==> config.mk <==
export PLATFORM = sky130hd
export DESIGN_NAME = jlc3_mem_arb
export DESIGN_NICKNAME = d
export VERILOG_FILES = /design/src/rtl/jlc3_mem_arb_pkg.sv /design/src/rtl/jlc3_mem_arb_wdog.sv /design/src/rtl/jlc3_mem_arb.sv
export SDC_FILE = /design/constraint.sdc
export NUM_CORES = 1
export LEC_CHECK = 0
export ABC_AREA = 0
export CORE_AREA = 3 3 82 91
export DETAILED_ROUTE_END_ITERATION = 12
export DIE_AREA = 0 0 85 94
export PLACE_DENSITY_LB_ADDON = 0.08
export SYNTH_ARGS = -nofsm -noshare
export SYNTH_HDL_FRONTEND = slang
export SYNTH_SLANG_ARGS = --single-unit
==> constraint.sdc <==
create_clock -name clk_i_w -period 1.3 [get_ports clk_i_w]
set_input_delay 0.325 -clock clk_i_w [delete_from_list [all_inputs] [get_ports clk_i_w]]
set_output_delay 0.325 -clock clk_i_w [all_outputs]
set_load 0.02 [all_outputs]
==> src/rtl/jlc3_mem_arb_pkg.sv <==
// Shared encodings for the jlc3 memory-port arbiter: FSM states and owner IDs.
package jlc3_mem_arb_pkg;

  typedef enum logic [1:0] {
    arb_sta_idle   = 2'd0,
    arb_sta_access = 2'd1,
    arb_sta_done   = 2'd2
  } arb_sta_e;

  localparam logic arb_own_if = 1'b0;
  localparam logic arb_own_dm = 1'b1;

endpackage

==> src/rtl/jlc3_mem_arb_wdog.sv <==
// ACCESS-state watchdog: down-counter reloaded while clear is high, expires
// during the TIMEOUT_CYC-th enabled cycle.
module jlc3_mem_arb_wdog #(
  parameter int unsigned TIMEOUT_CYC = 255
) (
  input  logic clk_i,
  input  logic rst_i,
  input  logic clr_i,
  input  logic en_i,
  output logic expire_o
);

  localparam int unsigned CNT_W = (TIMEOUT_CYC > 1) ? $clog2(TIMEOUT_CYC) : 1;
  localparam logic [CNT_W-1:0] LOAD_C = CNT_W'(TIMEOUT_CYC - 1);

  logic [CNT_W-1:0] cnt_q, cnt_d;

  always_comb begin
    cnt_d = cnt_q;
    if (clr_i) begin
      cnt_d = LOAD_C;
    end else if (en_i && (cnt_q != '0)) begin
      cnt_d = cnt_q - CNT_W'(1);
    end
  end

  always_ff @(posedge clk_i) begin
    if (rst_i) begin
      cnt_q <= LOAD_C;
    end else begin
      cnt_q <= cnt_d;
    end
  end

  assign expire_o = en_i && (cnt_q == '0);

endmodule

==> src/rtl/jlc3_mem_arb.sv <==
// Round-robin arbiter/sequencer for the shared memory port (fetch vs data).
// Optional ACCESS timeout abort is enabled with `JLC3_MEM_ARB_TIMEOUT_EN.
module jlc3_mem_arb
  import jlc3_mem_arb_pkg::*;
#(
  parameter int unsigned ADDR_W      = 16,
  parameter int unsigned DATA_W      = 16,
  parameter int unsigned TIMEOUT_CYC = 255
) (
  input  logic              clk_i_w,
  input  logic              rst_i_w,
  input  logic              if_req_i_w,
  input  logic [ADDR_W-1:0] if_addr_i_w,
  output logic              if_done_o_r,
  input  logic              dm_req_i_w,
  input  logic [ADDR_W-1:0] dm_addr_i_w,
  input  logic              dm_we_i_w,
  input  logic [DATA_W-1:0] dm_wdat_i_w,
  output logic              dm_done_o_r,
  output logic [DATA_W-1:0] rdat_o_r,
  output logic              busy_o_r,
  output logic              err_o_r,
  output logic              mem_req_o_r,
  output logic [ADDR_W-1:0] mem_addr_o_r,
  output logic              mem_we_o_r,
  output logic [DATA_W-1:0] mem_wdat_o_r,
  input  logic [DATA_W-1:0] mem_rdat_i_w,
  input  logic              mem_rdy_i_w
);

  if (TIMEOUT_CYC < 1) begin : g_bad_timeout
    $error("TIMEOUT_CYC must be at least 1");
  end

  arb_sta_e          state_q, state_d;
  logic              own_q, own_d;
  logic              last_q, last_d;
  logic [ADDR_W-1:0] addr_q, addr_d;
  logic              we_q, we_d;
  logic [DATA_W-1:0] wdat_q, wdat_d;
  logic [DATA_W-1:0] rdat_q, rdat_d;
  logic              mem_req_q, mem_req_d;
  logic              busy_q, busy_d;
  logic              if_done_q, if_done_d;
  logic              dm_done_q, dm_done_d;
  logic              err_q, err_d;
  logic              grant_dm;
  logic              expire_w;

`ifdef JLC3_MEM_ARB_TIMEOUT_EN
  jlc3_mem_arb_wdog #(
    .TIMEOUT_CYC(TIMEOUT_CYC)
  ) u_wdog (
    .clk_i   (clk_i_w),
    .rst_i   (rst_i_w),
    .clr_i   (state_q != arb_sta_access),
    .en_i    (state_q == arb_sta_access),
    .expire_o(expire_w)
  );
`else
  assign expire_w = 1'b0;
`endif

  always_comb begin
    state_d   = state_q;
    own_d     = own_q;
    last_d    = last_q;
    addr_d    = addr_q;
    we_d      = we_q;
    wdat_d    = wdat_q;
    rdat_d    = rdat_q;
    mem_req_d = mem_req_q;
    busy_d    = busy_q;
    if_done_d = 1'b0;
    dm_done_d = 1'b0;
    err_d     = 1'b0;
    grant_dm  = 1'b0;
    case (state_q)
      arb_sta_idle: begin
        if (if_req_i_w || dm_req_i_w) begin
          // On a tie the requester not served last wins.
          grant_dm  = dm_req_i_w && (!if_req_i_w || (last_q == arb_own_if));
          own_d     = grant_dm ? arb_own_dm : arb_own_if;
          addr_d    = grant_dm ? dm_addr_i_w : if_addr_i_w;
          we_d      = grant_dm && dm_we_i_w;
          wdat_d    = grant_dm ? dm_wdat_i_w : '0;
          mem_req_d = 1'b1;
          busy_d    = 1'b1;
          state_d   = arb_sta_access;
        end
      end
      arb_sta_access: begin
        if (mem_rdy_i_w) begin
          if (!we_q) rdat_d = mem_rdat_i_w;
          mem_req_d = 1'b0;
          if_done_d = (own_q == arb_own_if);
          dm_done_d = (own_q == arb_own_dm);
          state_d   = arb_sta_done;
        end else if (expire_w) begin
          mem_req_d = 1'b0;
          if_done_d = (own_q == arb_own_if);
          dm_done_d = (own_q == arb_own_dm);
          err_d     = 1'b1;
          state_d   = arb_sta_done;
        end
      end
      arb_sta_done: begin
        last_d  = own_q;
        busy_d  = 1'b0;
        state_d = arb_sta_idle;
      end
      default: begin
        busy_d    = 1'b0;
        mem_req_d = 1'b0;
        state_d   = arb_sta_idle;
      end
    endcase
  end

  always_ff @(posedge clk_i_w) begin
    if (rst_i_w) begin
      state_q   <= arb_sta_idle;
      own_q     <= arb_own_if;
      last_q    <= arb_own_dm;
      addr_q    <= '0;
      we_q      <= 1'b0;
      wdat_q    <= '0;
      rdat_q    <= '0;
      mem_req_q <= 1'b0;
      busy_q    <= 1'b0;
      if_done_q <= 1'b0;
      dm_done_q <= 1'b0;
      err_q     <= 1'b0;
    end else begin
      state_q   <= state_d;
      own_q     <= own_d;
      last_q    <= last_d;
      addr_q    <= addr_d;
      we_q      <= we_d;
      wdat_q    <= wdat_d;
      rdat_q    <= rdat_d;
      mem_req_q <= mem_req_d;
      busy_q    <= busy_d;
      if_done_q <= if_done_d;
      dm_done_q <= dm_done_d;
      err_q     <= err_d;
    end
  end

  assign if_done_o_r  = if_done_q;
  assign dm_done_o_r  = dm_done_q;
  assign rdat_o_r     = rdat_q;
  assign busy_o_r     = busy_q;
  assign err_o_r      = err_q;
  assign mem_req_o_r  = mem_req_q;
  assign mem_addr_o_r = addr_q;
  assign mem_we_o_r   = we_q;
  assign mem_wdat_o_r = wdat_q;

endmodule
* Yosys cells after proc, flatten, opt, wreduce, memory -nomap -nowiden *
Index checks and enable logic that the tools add are counted.

cells by class
  eq/ne operators = 4
  divide/modulo/power cells = 0
  muxes and demuxes = 10
  add/sub/neg operators = 0
  order comparisons = 0
  shift-type cells = 0
  multipliers = 0
  reduce and logical (&&, ||, !) cells = 12
  bitwise gates (word level) = 6

operator list
  operator            count
  $mux 16             2
  $not 1->1           6
  $reduce_and 2->1    3
  $reduce_and 3->1    2
  $mux 2              2
  $ne 2x2->1 const B  2
  $pmux 2 s2          1
  $mux 1              3
  $pmux 1 s3          1
  $reduce_or 3->1     1
  $eq 2x1->1 const B  1
  $eq 2x2->1 const B  1
  $logic_and 1x1->1   2
  $logic_not 2->1     1
  $logic_or 1x1->1    2
  $pmux 1 s2          1
  $logic_not 1->1     1

storage, ports and cells
  memory bits (writable) = 0
  register bits after elaboration = 57
  bits in read-only memories = 0
  latch bits = 0
  input port bits = 70
  output and inout port bits = 54
  memories = 0
  logic and storage cells = 43

* Depth between registers and ports, before layout *
  depth after elaboration = 4
  depth in mapped cells = 6
  gate-level depth less buffers = 3

* Worst setup path before layout *
OpenSTA, ideal clock, no wires.

  path kind = register to register
  from = register state_q[1]
  to = register addr_q[12], in the netlist mem_addr_o_r[12]
  required time = 1,167 ps
  arrival time = 1,189 ps
  library setup time = 133 ps
  path slack = -23 ps
  cell stages (with the launch flop) = 7
  clock period less this slack = 1,323 ps
  buffers on the path = 3
  path through = dfxtp_1 clkbuf_2 or2_1 buf_2 nor2_4 buf_4 a311oi_1

between the ends
  cells in the longest elaborated chain, start to end = 2

ends and longest elaborated chain
  item                               line                 RTL
  start: declaration                 jlc3_mem_arb.sv:35   arb_sta_e state_q, state_d;
  start signal: assignment           jlc3_mem_arb.sv:122  state_q <= arb_sta_idle;
  start signal: assignment           jlc3_mem_arb.sv:135  state_q <= state_d;
  $logic_not 2->1                    jlc3_mem_arb.sv:78   case (state_q)
  $reduce_and 2->1 (no source line)  n/a
  end signal: assignment             jlc3_mem_arb.sv:138  addr_q <= addr_d;
  end: declaration                   jlc3_mem_arb.sv:38   logic [ADDR_W-1:0] addr_q, addr_d;

No other way between the ends.
A chain may end at the register's enable or synchronous reset.

* Worst setup path in the final report *
  from = register addr_q[10], in the netlist mem_addr_o_r[10]
  to = output port mem_addr_o_r[10]

RTL lines
  item              line                RTL
  end: declaration  jlc3_mem_arb.sv:24  output logic [ADDR_W-1:0] mem_addr_o_r,

No word-level cell between the ends.

==> summary.json <==
{
  "die": {
    "row_count": 31,
    "floorplan.core_area_mm2": 0.00663,
    "die_w_um": 85,
    "initial_core_util_pct": 34.5,
    "boundaryPins": 124,
    "dieArea_mm2": 0.00799,
    "die_y_um": 94
  },
  "placed_design": {
    "dp_slack_ps": -446,
    "place_hpwl_um": 4890,
    "gp_congestion": 0.721,
    "port_buffers": 122,
    "placedCellCount": 472
  },
  "drt": {
    "final_antenna_net_count": 0,
    "route.detailed.vias_per_inst": 5.06,
    "dr.first_iter.drc_count": 110,
    "detail_route.first_pass.iterations": 4,
    "drc_errors": 0,
    "route.detailed.wl_per_inst_um": 15.0,
    "num_vias": 2477,
    "drt-total-wl_um": 7340
  },
  "power": {
    "ir_drop_mv": 0.648,
    "power.net_switching_mw": 1.26,
    "power.internal_mw": 3.33,
    "combinationalPowerShare_pct": 23.0,
    "p_seq_share_pct": 42.1,
    "p_leak_nw": 1.50,
    "pwr_density_cell_mw_per_mm2": 1190,
    "p_clk_share_pct": 34.9,
    "power.share.switching_pct": 27.5
  },
  "hold_path": {
    "hold_class": "in -> reg"
  },
  "clock_tree": {
    "cts_made_buffers": 9,
    "cts-root-buf": "sky130_fd_sc_hd__clkbuf_8",
    "max-clock-path-buffers": 2,
    "postCtsSetupRepairBufs": 0,
    "insertion_delay_ps": 320,
    "clock-sinks": 57,
    "worst_setup_hold_path_clk_slew_ps": 60,
    "cts_tree": "done",
    "cts_max_level": 3
  },
  "logic_synthesis": {
    "synth_area_leader_cell": "sky130_fd_sc_hd__dfxtp_1",
    "yosys.area_share.simple_pct": 20.6,
    "post_synth_fa_ha_maj_area_fraction_pct": 0,
    "syn-instance-count": 274,
    "syn-num-nets": 344,
    "syn-cell-area_mm2": 0.00229,
    "yosysMostFrequentCell": "sky130_fd_sc_hd__nand2_1",
    "synth_seq_cells": 57,
    "synth_enable_flop_cells": 0,
    "synth_top_family_by_area": "compound AO/OA/AOI/OAI gates",
    "yosysWarningCount": 0,
    "area_fraction_in_compound_gates_after_synthesis_pct": 23.6,
    "async_reset_ff_share_pct": 0,
    "top_cells_by_area_synth": "sky130_fd_sc_hd__dfxtp_1 50%, sky130_fd_sc_hd__a21oi_1 12%, sky130_fd_sc_hd__nand2_1 11%, sky130_fd_sc_hd__a311oi_1 6.1%, sky130_fd_sc_hd__nand4_1 4.6%",
    "synthesis.area_per_instance_um2": 8.35,
    "synth_seq_area_share_pct": 49.9,
    "yosysTopAreaCellShare_pct": 49.9,
    "fraction_of_synthesized_cell_area_in_xor_and_xnor_cells_pct": 0,
    "ys_dominant_reg_cell": "sky130_fd_sc_hd__dfxtp_1",
    "synth.lib_cells_used.distinct": 28,
    "synth_mux_area_share_pct": 0,
    "synth.top_cells.by_count": "66 x sky130_fd_sc_hd__nand2_1, 57 x sky130_fd_sc_hd__dfxtp_1, 53 x sky130_fd_sc_hd__a21oi_1"
  },
  "global_routing": {
    "grt-ovfl-total": 0,
    "met2_usage_pct": 27.7,
    "gr-usage-met3_pct": 5.26,
    "grtUsageMet1_pct": 22.7,
    "antenna_found_initial": 0,
    "largest_net_degree_at_the_start_of_global_routing": 30,
    "number_of_global_route_vias_before_repair": 2372,
    "busiest_layer": "met2",
    "grt_util_all_layers_pct": 17.7,
    "first_pass_grt_wire_length_um": 11400
  },
  "final_layout": {
    "final_cell_count_no_fill": 490,
    "nNetsFinal": 473,
    "num_antenna_cells": 0,
    "areaGrowthSynthToFinish_pct": 68.9,
    "final_layout_size_suffix_gt1_share_pct": 26.2
  },
  "sta": {
    "unrepaired_setup_endpoints_after_global_routing": "true",
    "setup_slack_ps": 49.7,
    "period_minus_slack_ps": 1250,
    "min_period_over_period_pct": 96.2,
    "timing.final.max_slew_violations": 0,
    "setup-violations-final": 0,
    "max_clock_freq_mhz": 800,
    "timing_hold_violations_final": 0,
    "worst_clock_skew_ps": 8.31
  },
  "setup_path": {
    "timing.critical_path.cells": "clkdlybuf4s15_2",
    "worstPathBufferInverterCount": 1,
    "timing.critical_path.slowest_stage_cell": "sky130_fd_sc_hd__dfxtp_1",
    "startpoint_class": "flip-flop",
    "setup.worst_path.end_class": "output pin",
    "cpPeakStageDelay_ps": 340,
    "worst-setup-path-type": "reg -> out",
    "critical_path_required_ps": 980,
    "crit_arrival_ps": 930,
    "cpLargestDelayFamily": "flip-flops",
    "critical_path_peak_fanout": 2
  },
  "outcome": {
    "outcome": "complete, no violations"
  },
  "run": {
    "max_cap_viols": 0
  }
}
cell type report:
cell class	instances	area (µm²)
clock buffer	13	149
clock inverter	3	40.0
fill	613	2770
multi-input combinational	191	1070
sequential	57	1150
tap	82	103
timing repair buffer	144	1350
state kept, by name, indices dropped and copies added (netlist names):
register and flops:
mem_addr_o_r 16, mem_wdat_o_r 16, rdat_o_r 16, state_q 2, busy_o_r 1, dm_done_o_r 1, if_done_o_r 1, last_q 1
mem_req_o_r 1, mem_we_o_r 1, own_q 1
cell usage in the layout (no fill, tap or decap), types with 3 or more instances in the layout:
cell type | Yosys | layout
sky130_fd_sc_hd__buf_12 | 0 | 5
sky130_fd_sc_hd__clkdlybuf4s50_1 | 0 | 65
sky130_fd_sc_hd__buf_4 | 6 | 12
sky130_fd_sc_hd__nand2_1 | 66 | 66
sky130_fd_sc_hd__buf_6 | 0 | 4
sky130_fd_sc_hd__nand4_1 | 17 | 17
sky130_fd_sc_hd__clkdlybuf4s15_2 | 0 | 22
sky130_fd_sc_hd__o21ai_0 | 17 | 13
sky130_fd_sc_hd__buf_2 | 7 | 3
sky130_fd_sc_hd__dfxtp_1 | 57 | 54
sky130_fd_sc_hd__a21oi_1 | 53 | 44
sky130_fd_sc_hd__clkbuf_1 | 11 | 3
sky130_fd_sc_hd__clkbuf_2 | 2 | 28
sky130_fd_sc_hd__a311oi_1 | 16 | 16
sky130_fd_sc_hd__nor2b_1 | 3 | 3
sky130_fd_sc_hd__o21ai_1 | 1 | 5
sky130_fd_sc_hd__a21oi_2 | 0 | 9
sky130_fd_sc_hd__clkbuf_8 | 0 | 10
per-layer routing:
layer / vias up / share of wire (%)
li1: 1230 / -
met1: 1154 / 44
met2: 83 / 48
met3: 10 / 6.9
met4: 0 / 1.6
met5: - / 0
stage by stage:
step | hold slack, ps | utilization [%] | power (mW) | instance area, µm² | TNS (ps)
global route | 241 | 58.3 | 4.83 | 3860 | -0.264
CTS | 236 | 59.0 | 4.62 | 3910 | 0
detailed placement | 446 | 55.7 | 3.05 | 3690 | -18390
finish | 239 | 58.3 | 4.59 | 3860 | 0
global placement | 440 | 55.7 | 3.04 | 3690 | -16470
floorplan | 422 | - | 2.46 | 2290 | 0
path summary, 6_finish.rpt:
kind / start / endpoint / slack [ps] / depth (start not counted)
min reg2reg: rdat_o_r[14] / rdat_o_r[14] / 450 / 2
max: mem_addr_o_r[10] / mem_addr_o_r[10] / 50 / 1
min: rst_i_w / state_q[1] / 240 / 2
max reg2reg: state_q[0] / own_q / 70 / 4
cell families (layout without fill, tap and decap cells):
logic type	Yosys count	in the layout
AND/OR/NAND/NOR	99	99
AO/OA/AOI/OAI	91	91
flip-flops	57	57
buffers and inverters	26	160
other	1	1
power by group through the flow:
stage                     sequential (mW)  clock (mW)  combinational, mW
after global routing                 1.95        1.74               1.14
after detailed placement             1.97           0               1.08
after global placement               1.97           0               1.08
final                                1.94        1.60               1.06
after floorplan                      2.10           0              0.357
after CTS                            1.93        1.65               1.04
repair_timing:
item	CTS	global route
endpoints found under the setup margin	72	83
gates resized for setup	131	60
hold buffers	0	0
pin swaps	0	5
cloned	0	2
Note: power is estimated with default switching activity, not from simulation.
